**src/rtl/alu_pkg.sv**
```systemverilog
// Shared ALU definitions: datapath width, opcode encodings and the operand bundle
// used by the ALU, the arbiter that shares it, and the decoder.
package alu_pkg;

  localparam int DATA_W = 32;

  localparam logic [2:0] ALU_ADD = 3'b000;
  localparam logic [2:0] ALU_SUB = 3'b001;
  localparam logic [2:0] ALU_AND = 3'b010;
  localparam logic [2:0] ALU_OR  = 3'b011;
  localparam logic [2:0] ALU_XOR = 3'b100;
  localparam logic [2:0] ALU_SLT = 3'b101;
  localparam logic [2:0] ALU_SLL = 3'b110;
  localparam logic [2:0] ALU_SRL = 3'b111;

  typedef struct packed {
    logic [DATA_W-1:0] a;
    logic [DATA_W-1:0] b;
    logic [2:0]        op;
  } alu_req_t;

endpackage

```
**src/rtl/alu.sv**
```systemverilog
// Purely combinational 32-bit ALU: wrap-around add/sub, logic ops, signed
// set-less-than and shifts by b[4:0], plus a zero flag on the result.
module alu
  import alu_pkg::*;
(
  input  logic [DATA_W-1:0] a,
  input  logic [DATA_W-1:0] b,
  input  logic [2:0]        op,
  output logic [DATA_W-1:0] result,
  output logic              zero
);

  always_comb begin
    // NOTE: a default before the case keeps every path assigned, so no latch is inferred.
    result = '0;
    case (op)
      ALU_ADD: result = a + b;
      ALU_SUB: result = a - b;
      ALU_AND: result = a & b;
      ALU_OR:  result = a | b;
      ALU_XOR: result = a ^ b;
      ALU_SLT: result = {{(DATA_W-1){1'b0}}, $signed(a) < $signed(b)};
      ALU_SLL: result = a << b[4:0];
      ALU_SRL: result = a >> b[4:0];
    endcase
  end

  assign zero = (result == '0);

endmodule

```
**src/rtl/rr_arb2.sv**
```systemverilog
// Two-way arbiter: a lone request always wins; on a conflict either requester 0
// wins (fixed_prio) or the requester that did not win last time.
module rr_arb2 (
  input  logic [1:0] valid,
  input  logic       last_grant,
  input  logic       fixed_prio,
  input  logic       enable,
  output logic       grant_valid,
  output logic       grant
);

  always_comb begin
    grant = 1'b0;
    if (&valid) begin
      grant = fixed_prio ? 1'b0 : ~last_grant;
    end else begin
      grant = valid[1];
    end
    grant_valid = enable & (|valid);
  end

endmodule

```
**src/rtl/alu_arbiter.sv**
```systemverilog
// Shares one combinational ALU between two valid/ready requesters; each result is
// held in a single registered slot until its owner consumes it.
module alu_arbiter #(
  parameter int DATA_W     = 32,
  parameter int FIXED_PRIO = 0
) (
  input  logic              clk,
  input  logic              rst,
  input  logic              req0_valid,
  output logic              req0_ready,
  input  logic [DATA_W-1:0] req0_a,
  input  logic [DATA_W-1:0] req0_b,
  input  logic [2:0]        req0_op,
  input  logic              req1_valid,
  output logic              req1_ready,
  input  logic [DATA_W-1:0] req1_a,
  input  logic [DATA_W-1:0] req1_b,
  input  logic [2:0]        req1_op,
  output logic              resp0_valid,
  input  logic              resp0_ready,
  output logic [DATA_W-1:0] resp0_result,
  output logic              resp0_zero,
  output logic              resp1_valid,
  input  logic              resp1_ready,
  output logic [DATA_W-1:0] resp1_result,
  output logic              resp1_zero
);

  logic                      slot_valid;
  logic                      slot_owner;
  logic [DATA_W-1:0]         slot_result;
  logic                      slot_zero;
  logic                      last_grant;

  logic                      drain;
  logic                      can_accept;
  logic                      grant_valid;
  logic                      grant;
  alu_pkg::alu_req_t         sel;
  logic [alu_pkg::DATA_W-1:0] alu_result;
  logic                      alu_zero;

  assign drain      = slot_valid & (slot_owner ? resp1_ready : resp0_ready);
  assign can_accept = ~slot_valid | drain;

  rr_arb2 u_arb (
    .valid       ({req1_valid, req0_valid}),
    .last_grant  (last_grant),
    .fixed_prio  (FIXED_PRIO != 0),
    .enable      (can_accept & ~rst),
    .grant_valid (grant_valid),
    .grant       (grant)
  );

  // Requester 0 drives the ALU whenever requester 1 is not actually granted.
  always_comb begin
    if (grant_valid & grant) begin
      sel.a  = req1_a;
      sel.b  = req1_b;
      sel.op = req1_op;
    end else begin
      sel.a  = req0_a;
      sel.b  = req0_b;
      sel.op = req0_op;
    end
  end

  alu u_alu (
    .a      (sel.a),
    .b      (sel.b),
    .op     (sel.op),
    .result (alu_result),
    .zero   (alu_zero)
  );

  assign req0_ready = grant_valid & ~grant;
  assign req1_ready = grant_valid & grant;

  assign resp0_valid  = ~rst & slot_valid & ~slot_owner;
  assign resp1_valid  = ~rst & slot_valid & slot_owner;
  assign resp0_result = slot_result;
  assign resp1_result = slot_result;
  assign resp0_zero   = slot_zero;
  assign resp1_zero   = slot_zero;

  // NOTE: state registers use non-blocking assignments so every flop samples pre-edge values.
  always_ff @(posedge clk) begin
    if (rst) begin
      // NOTE: the result payload is reset too; it is observable on the response ports.
      slot_valid  <= 1'b0;
      slot_owner  <= 1'b0;
      slot_result <= '0;
      slot_zero   <= 1'b0;
      last_grant  <= 1'b1;
    end else if (grant_valid) begin
      slot_valid  <= 1'b1;
      slot_owner  <= grant;
      slot_result <= alu_result;
      slot_zero   <= alu_zero;
      last_grant  <= grant;
    end else if (drain) begin
      slot_valid  <= 1'b0;
    end
  end

  // Requesters must hold a pending operation unchanged until it is accepted.
  req0_hold_a : assert property (@(posedge clk) disable iff (rst)
    (req0_valid && !req0_ready) |=> (req0_valid && $stable(req0_a) && $stable(req0_b) && $stable(req0_op)))
    else $error("req0 changed or dropped a pending operation");

  req1_hold_a : assert property (@(posedge clk) disable iff (rst)
    (req1_valid && !req1_ready) |=> (req1_valid && $stable(req1_a) && $stable(req1_b) && $stable(req1_op)))
    else $error("req1 changed or dropped a pending operation");

endmodule

```
**config.mk**
```make
export PLATFORM = sky130hd
export DESIGN_NAME = alu_arbiter
export DESIGN_NICKNAME = d
export VERILOG_FILES = /design/src/rtl/alu_pkg.sv /design/src/rtl/alu.sv /design/src/rtl/rr_arb2.sv /design/src/rtl/alu_arbiter.sv
export SDC_FILE = /design/constraint.sdc
export NUM_CORES = 1
export LEC_CHECK = 0
export CORE_MARGIN = 5
export CORE_UTILIZATION = 60
export CTS_CLUSTER_SIZE = 10
export DETAILED_ROUTE_END_ITERATION = 10
export DONT_BUFFER_PORTS = 1
export PLACE_DENSITY = 0.82
export SLEW_MARGIN = 20
export SYNTH_ARGS = -nofsm -noshare
export SYNTH_HDL_FRONTEND = slang
export SYNTH_SLANG_ARGS = --single-unit
```
**constraint.sdc**
```tcl
create_clock -name clk -period 13.5 [get_ports clk]
set_input_delay 2.025 -clock clk [delete_from_list [all_inputs] [get_ports clk]]
set_output_delay 2.025 -clock clk [all_outputs]
set_load 0.05 [all_outputs]
```
# After elaboration in Yosys (flattened, before gate mapping)
# Cells that the tools add are included.
classes:
  n_addsub: 2
  order_cmp: 1
  n_shift: 2
  bitwise_logic: 17
  n_mux: 6
  n_mul: 0
  n_reduce_logical: 5
  div_mod_pow: 0
  eq_ne: 7
op_table:
  columns: ["op", "count"]
  rows:
  - ["case mux 32 bit (8 select lines)", 1]
  - ["two-way mux 67 bit", 1]
  - ["adder 32 bit", 1]
  - ["AND 32 bit", 1]
  - ["zero test 32 bit", 1]
  - ["< comparator 32 bit", 1]
  - ["bitwise OR 32 bit", 1]
  - ["left shift 32 x 5 -> 32 bit", 1]
  - [">> shifter 32 x 5 -> 32 bit", 1]
  - ["subtractor 32 bit", 1]
  - ["XOR 32 bit", 1]
  - ["== test 3 bit (second input constant)", 4]
  - ["AND 1 bit", 8]
  - ["== test 3 x 2 -> 1 bit (second input constant)", 2]
  - ["inverter 1 bit", 5]
  - ["two-way mux 1 bit", 4]
  - ["== test 3 x 1 -> 1 bit (second input constant)", 1]
  - ["zero test 3 bit", 1]
  - ["AND reduction 2 bit", 1]
  - ["nonzero test 2 bit", 1]
  - ["OR reduction 2 bit", 1]
  - ["bitwise OR 1 bit", 1]
totals:
  regBits: 36
  memories: 0
  rom_bits: 0
  ram_bits: 0
  latchBits: 0
  out_inout_bits: 70
  in_bits: 140
  elab_cells: 45

# Depth between registers and ports, before layout
depth:
  ltp_word: 10
  mapped_depth: 28
  ltp_nobuf: 21

# By module
# A second synthesis with hierarchy kept.
hier_totals:
  hier_cells: 1629
  area_unflattened_um2: 12181.7
by_module_without_submodules:
  columns: ["module", "cells_each", "area_per_inst_um2", "instances", "seq_area_each_um2"]
  rows:
  - ["alu", 1395, 9778.1, 1, 0.0]
  - ["alu_arbiter", 231, 2384.8, 1, 720.7]
  - ["rr_arb2", 3, 18.8, 1, 0.0]

# Least setup slack after synthesis
# No wires, ideal clock.
synth_timing:
  kind: "input to register"
  from: "input req1_valid"
  to: "register slot_zero, in the netlist resp0_zero"
  n_path_buf: 7
  setup_time_ns: 0.101
  setup_slack_ns: 5.648
  required_ns: 13.399
  path_stages: 25
  t_arrival_ns: 7.751
  path_cell_list: "a21bo_2 > a211o_1 > buf_4 > inv_2 > buf_2 > buf_2 > buf_2 > buf_2 > clkbuf_1 > clkbuf_1 > nand2_1 > nand2_1 > ha_1 > or3b_2 > a2111oi_0 > a211oi_2 > a211oi_1 > a311oi_1 > a311oi_2 > nor2_1 > o41ai_2 > a221oi_1 > mux2_2 > nor3_1 > o41ai_1"
synth_via:
  elab_chain_len: 7
  elab_cells_between_ends: 24
  classes_between: "add/sub: 2; order compare: 1; eq/ne: 7; shift: 2; mux: 3; bitwise: 5; reduce/logical: 4"
synth_lines:
  columns: ["item", "line_no", "rtl"]
  rows:
  - ["from (decl)", "alu_arbiter.sv:14", "input logic req1_valid,"]
  - ["OR reduction 2 bit or AND reduction 2 bit (tied branches)", "rr_arb2.sv:19, rr_arb2.sv:14", null]
  - ["AND 1 bit or two-way mux 1 bit (tied branches)", "rr_arb2.sv:19, rr_arb2.sv:14", null]
  - ["AND 1 bit", "alu_arbiter.sv:57", "if (grant_valid & grant) begin"]
  - ["two-way mux 67 bit", "alu_arbiter.sv:57", null]
  - ["subtractor 32 bit, or another cell as far along", "alu.sv:18", "ALU_SUB: result = a - b;"]
  - ["case mux 32 bit (8 select lines)", "alu.sv:16", "case (op)"]
  - ["zero test 32 bit", "alu.sv:28", "assign zero = (result == '0);"]
  - ["to (signal assigned)", "alu_arbiter.sv:99", "slot_zero <= alu_zero;"]
  - ["to (decl)", "alu_arbiter.sv:32", "logic slot_zero;"]
# Parallel ways exist; a longest one is shown, timed or not.
# A chain may end at the register's enable or synchronous reset.

# Worst setup path after layout
layout_timing:
  from: "input req1_valid"
  to: "register slot_zero, in the netlist resp0_zero"
layout_via:
  elab_chain_len: 7
  elab_cells_between_ends: 24
  classes_between: "add/sub: 2; order compare: 1; eq/ne: 7; shift: 2; mux: 3; bitwise: 5; reduce/logical: 4"
layout_lines:
  columns: ["item", "line_no", "rtl"]
  rows:
  - ["OR reduction 2 bit or AND reduction 2 bit (tied branches)", "rr_arb2.sv:19, rr_arb2.sv:14", null]
  - ["AND 1 bit or two-way mux 1 bit (tied branches)", "rr_arb2.sv:19, rr_arb2.sv:14", null]
  - ["AND 1 bit *", null, null]
  - ["net req1_ready", "alu_arbiter.sv:15", "output logic req1_ready,"]
  - ["two-way mux 67 bit *", "alu_arbiter.sv:57", null]
  - ["subtractor 32 bit, or another cell as far along", "alu.sv:18", null]
  - ["case mux 32 bit (8 select lines) *", "alu.sv:16", null]
  - ["zero test 32 bit *", "alu.sv:28", null]
# The timed path passes the listed nets; every way through them passes the cells marked *.

==> impl_metrics.py <==
metrics = {
    "sta": {
        "clock.fmax_mhz": 115.3,
        "tightest_slew_ps": 1149,
        "tns_ps": 0,
        "slew_violations": 0,
        "rsz0062_at_grt": "false",
        "fin_crit_sh_pct": 64.23,
        "finalClockSkew_ps": 4.484,
        "relSlewSlack_pct": 23.23,
        "setup_viol": 0,
        "hold_viol": 0,
        "min_period_ps": 8671,
    },
    "worst_setup_path": {
        "crit_fanout": 53,
        "path_buf_inv": 4,
        "path_cells": "a21bo_2 > a211o_4 > inv_4 > buf_4 > buf_4 > nand2_1 > nand2_1 > ha_1 > inv_1 > nor2_1 > and3_1 > a2111oi_0 > o21ai_0 > a2111oi_0 > nor2_1 > a21oi_1 > nand2_1 > a211oi_1 > nand4_1 > o41ai_1",
        "cp_common_cell": "nand2_1",
        "crit_family": "compound AO/OA/AOI/OAI gates",
        "critical_path.max_stage_delay_ps": 800,
        "required_ps": 13690,
        "crit_type": "in2reg",
        "worstSetupEndpointType": "flop",
        "r2r_cells": 20,
        "critPathArrivalTime_ps": 8860,
        "start_kind": "input port",
        "cpMaxStageDelayCell": "a2111oi_0",
        "cp_num_cells": 20,
    },
    "die": {
        "die_w_um": 163.4,
        "start_util_pct": 60.55,
        "top_level_ports": 210,
        "die_y_um": 163.4,
        "die-area_um2": 26710,
        "std_cell_rows": 56,
        "coreArea_um2": 23330,
    },
    "layout": {
        "nets": 2136,
        "drive_gt1_share_pct": 9.795,
        "syn_to_final_growth_pct": -0.8855,
        "antenna_cells": 0,
        "utilization_pct": 60.01,
    },
    "global_routing": {
        "grt-ovfl-total": 0,
        "first_global_vias": 15197,
        "grt.total_usage_pct": 45.15,
        "antenna_found_initial": 0,
        "grt_max_degree": 78,
        "grt_pass1_wl_mm": 93.74,
    },
    "clocking": {
        "clk_pin_slew_worst_paths_ps": 60,
        "h-tree-depth": 2,
        "cts_setup_buffers": 0,
        "cts.repair.resized": 0,
        "clk_latency_ps": 290,
        "cts_buffer_depth": 2,
        "cts_tree": "yes",
        "holdBufCountCts": 0,
        "numCtsBuffers": 5,
        "clock-sinks": 36,
        "root_buffer": "clkbuf_16",
    },
    "drt": {
        "route.met2.wl_mm": 26.86,
        "num_vias": 16467,
        "drc": 0,
        "wl_met1_mm": 23.87,
        "highest_layer": "met4",
        "drtIter0Drc": 2761,
        "routedWlPerCell_um": 28.56,
        "drtAntennaViolNets": 0,
        "dr.pass1.iters": 7,
        "viasPerCell": 7.424,
        "routed_wl_mm": 63.35,
        "met3WireLength_mm": 7.800,
    },
    "synthesis": {
        "synth_compound_area_share_pct": 23.41,
        "ys.flop_type": "dfxtp_1",
        "synth_nets": 2292,
        "synth_mux_area_share_pct": 29.07,
        "synthXorXnorAreaFrac_pct": 0.8679,
        "synth.distinct_cells": 83,
        "synth_area_um2": 14130,
        "synthArstFlopShare_pct": 0,
        "synth-seq-area-share_pct": 5.101,
        "synth_area_per_cell_um2": 6.878,
        "yosys.area_share.simple_pct": 23.38,
        "synth_warnings": 0,
        "synth_top_family_by_area": "multiplexers",
        "synth_cells": 2054,
        "synth-adder-area-share_pct": 8.733,
        "synth_edf_count": 0,
        "ys_ff_latch": 36,
    },
    "placement": {
        "place_congestion": 1.088,
        "hpwl_mm": 48.97,
        "port_buffers": 0,
    },
    "pwr": {
        "leakagePower_uw": 0.006377,
        "power.density_nw_per_um2": 77.33,
        "peakVddDrop_uv": 54.01,
    },
    "flow_run": {
        "cap_violations": 0,
    },
    "status": {
        "status": "finished, final reports clean",
    },
    "worst_hold_path": {
        "hp-class": "reg2reg",
        "hold_path_depth": 2,
    },
}
-- final timing paths --
check        startpoint         end  slack, ps
min          last_grant  last_grant        510
max          req1_valid  resp0_zero       4830
max reg2reg  slot_owner  resp0_zero       6170
min reg2reg  last_grant  last_grant        510
-- cell type report --
cell class	count	area, um2
well taps	319	399.1
flip-flops and latches	36	720.7
fillers	2273	9330
multi-input cells	1710	12100
clock inverters	2	10.01
repair buffers	22	165.2
inverters	123	464.2
clock buffers	6	138.9
-- state kept, by name (all words and copies together), names as in the netlist --
register,cells
slot_valid,1
resp0_zero,1
slot_owner,1
last_grant,1
resp0_result,32
-- power breakdown --
part,switching (uW),internal [uW],total (uW)
registers,122,122,244
logic,463,253,717
clock network,48.8,72.9,122
total,634,448,1080
-- placed cells by master (no fill, tap or decap), types with 22 or more instances in the layout --
cell type,synthesis,layout
a211oi_1,28,28
a21oi_1,95,95
buf_4,40,22
dfxtp_1,36,36
ha_1,97,97
inv_1,114,114
mux2_2,116,116
mux2i_1,250,249
nand2_1,310,310
nand3_1,69,69
nor2_1,155,155
nor3_1,48,48
o211ai_1,36,36
o21ai_0,114,114
o22ai_1,26,26
-- Yosys cell counts (12+ instances only) --
master | count | share of area [%]
nor3_1 | 48 | 1.7
mux2_2 | 116 | 9.2
o221ai_1 | 12 | 0.74
a21oi_1 | 95 | 3.4
and3_1 | 20 | 0.89
buf_1 | 26 | 0.69
nor2b_1 | 21 | 0.93
a211oi_1 | 28 | 1.5
buf_4 | 40 | 2.1
a21o_1 | 15 | 0.80
nand2_1 | 310 | 8.2
ha_1 | 97 | 8.6
nand4_1 | 17 | 0.75
nor2_1 | 155 | 4.1
a31oi_1 | 15 | 0.66
dfxtp_1 | 36 | 5.1
o211ai_1 | 36 | 1.9
o21ai_0 | 114 | 4.0
buf_2 | 16 | 0.57
nand2b_1 | 13 | 0.58
and2_1 | 15 | 0.66
clkbuf_1 | 102 | 2.7
nand3_1 | 69 | 2.4
o22ai_1 | 26 | 1.2
nor4_1 | 20 | 0.89
mux2i_1 | 250 | 18
inv_1 | 114 | 3.0
-- cell families (layout without fill, tap and decap cells) --
family,Yosys count,in the layout
AOI/OAI and AO/OA,489,489
adders and majority gates,98,98
and+or+nand+nor,729,729
buffers and inverters,308,153
xor gates and xnor gates,14,14
muxes,380,380
DFF,36,36
-- through the flow --
stage          setup slack (ps)  total power [uW]  cell area (um2)  std cells  hold slack, ps
2_1_floorplan              5648             771.3            14130       2054           442.1
3_5_place_dp               4837             929.3            13850       2210           491.3
3_3_place_gp               5006             919.6            13850       2210           480.7
6_report                   4829              1083            14000       2218           507.9
5_1_grt                    4251              1130            14000       2218           552.5
4_1_cts                    5136              1052            14000       2218           500.3
-- layer usage --
layer  GRT usage, %  up-vias
met4          24.86        0
met5              0        -
li1               -     7144
met1          58.77     7702
met3          9.185      281
met2          69.77     1340
-- worst reg2reg max path, cell delays in order, from the launching register on --
cell	delay, ps
dfxtp_1	400
mux2i_1	160
a211o_4	600
inv_4	540
buf_4	730
buf_4	610
nand2_1	120
nand2_1	130
ha_1	340
inv_1	230
nor2_1	110
and3_1	150
a2111oi_0	690
o21ai_0	460
a2111oi_0	800
nor2_1	120
a21oi_1	150
nand2_1	70
a211oi_1	330
nand4_1	160
o41ai_1	320
No activity file was read; power rests on OpenSTA's default activity.
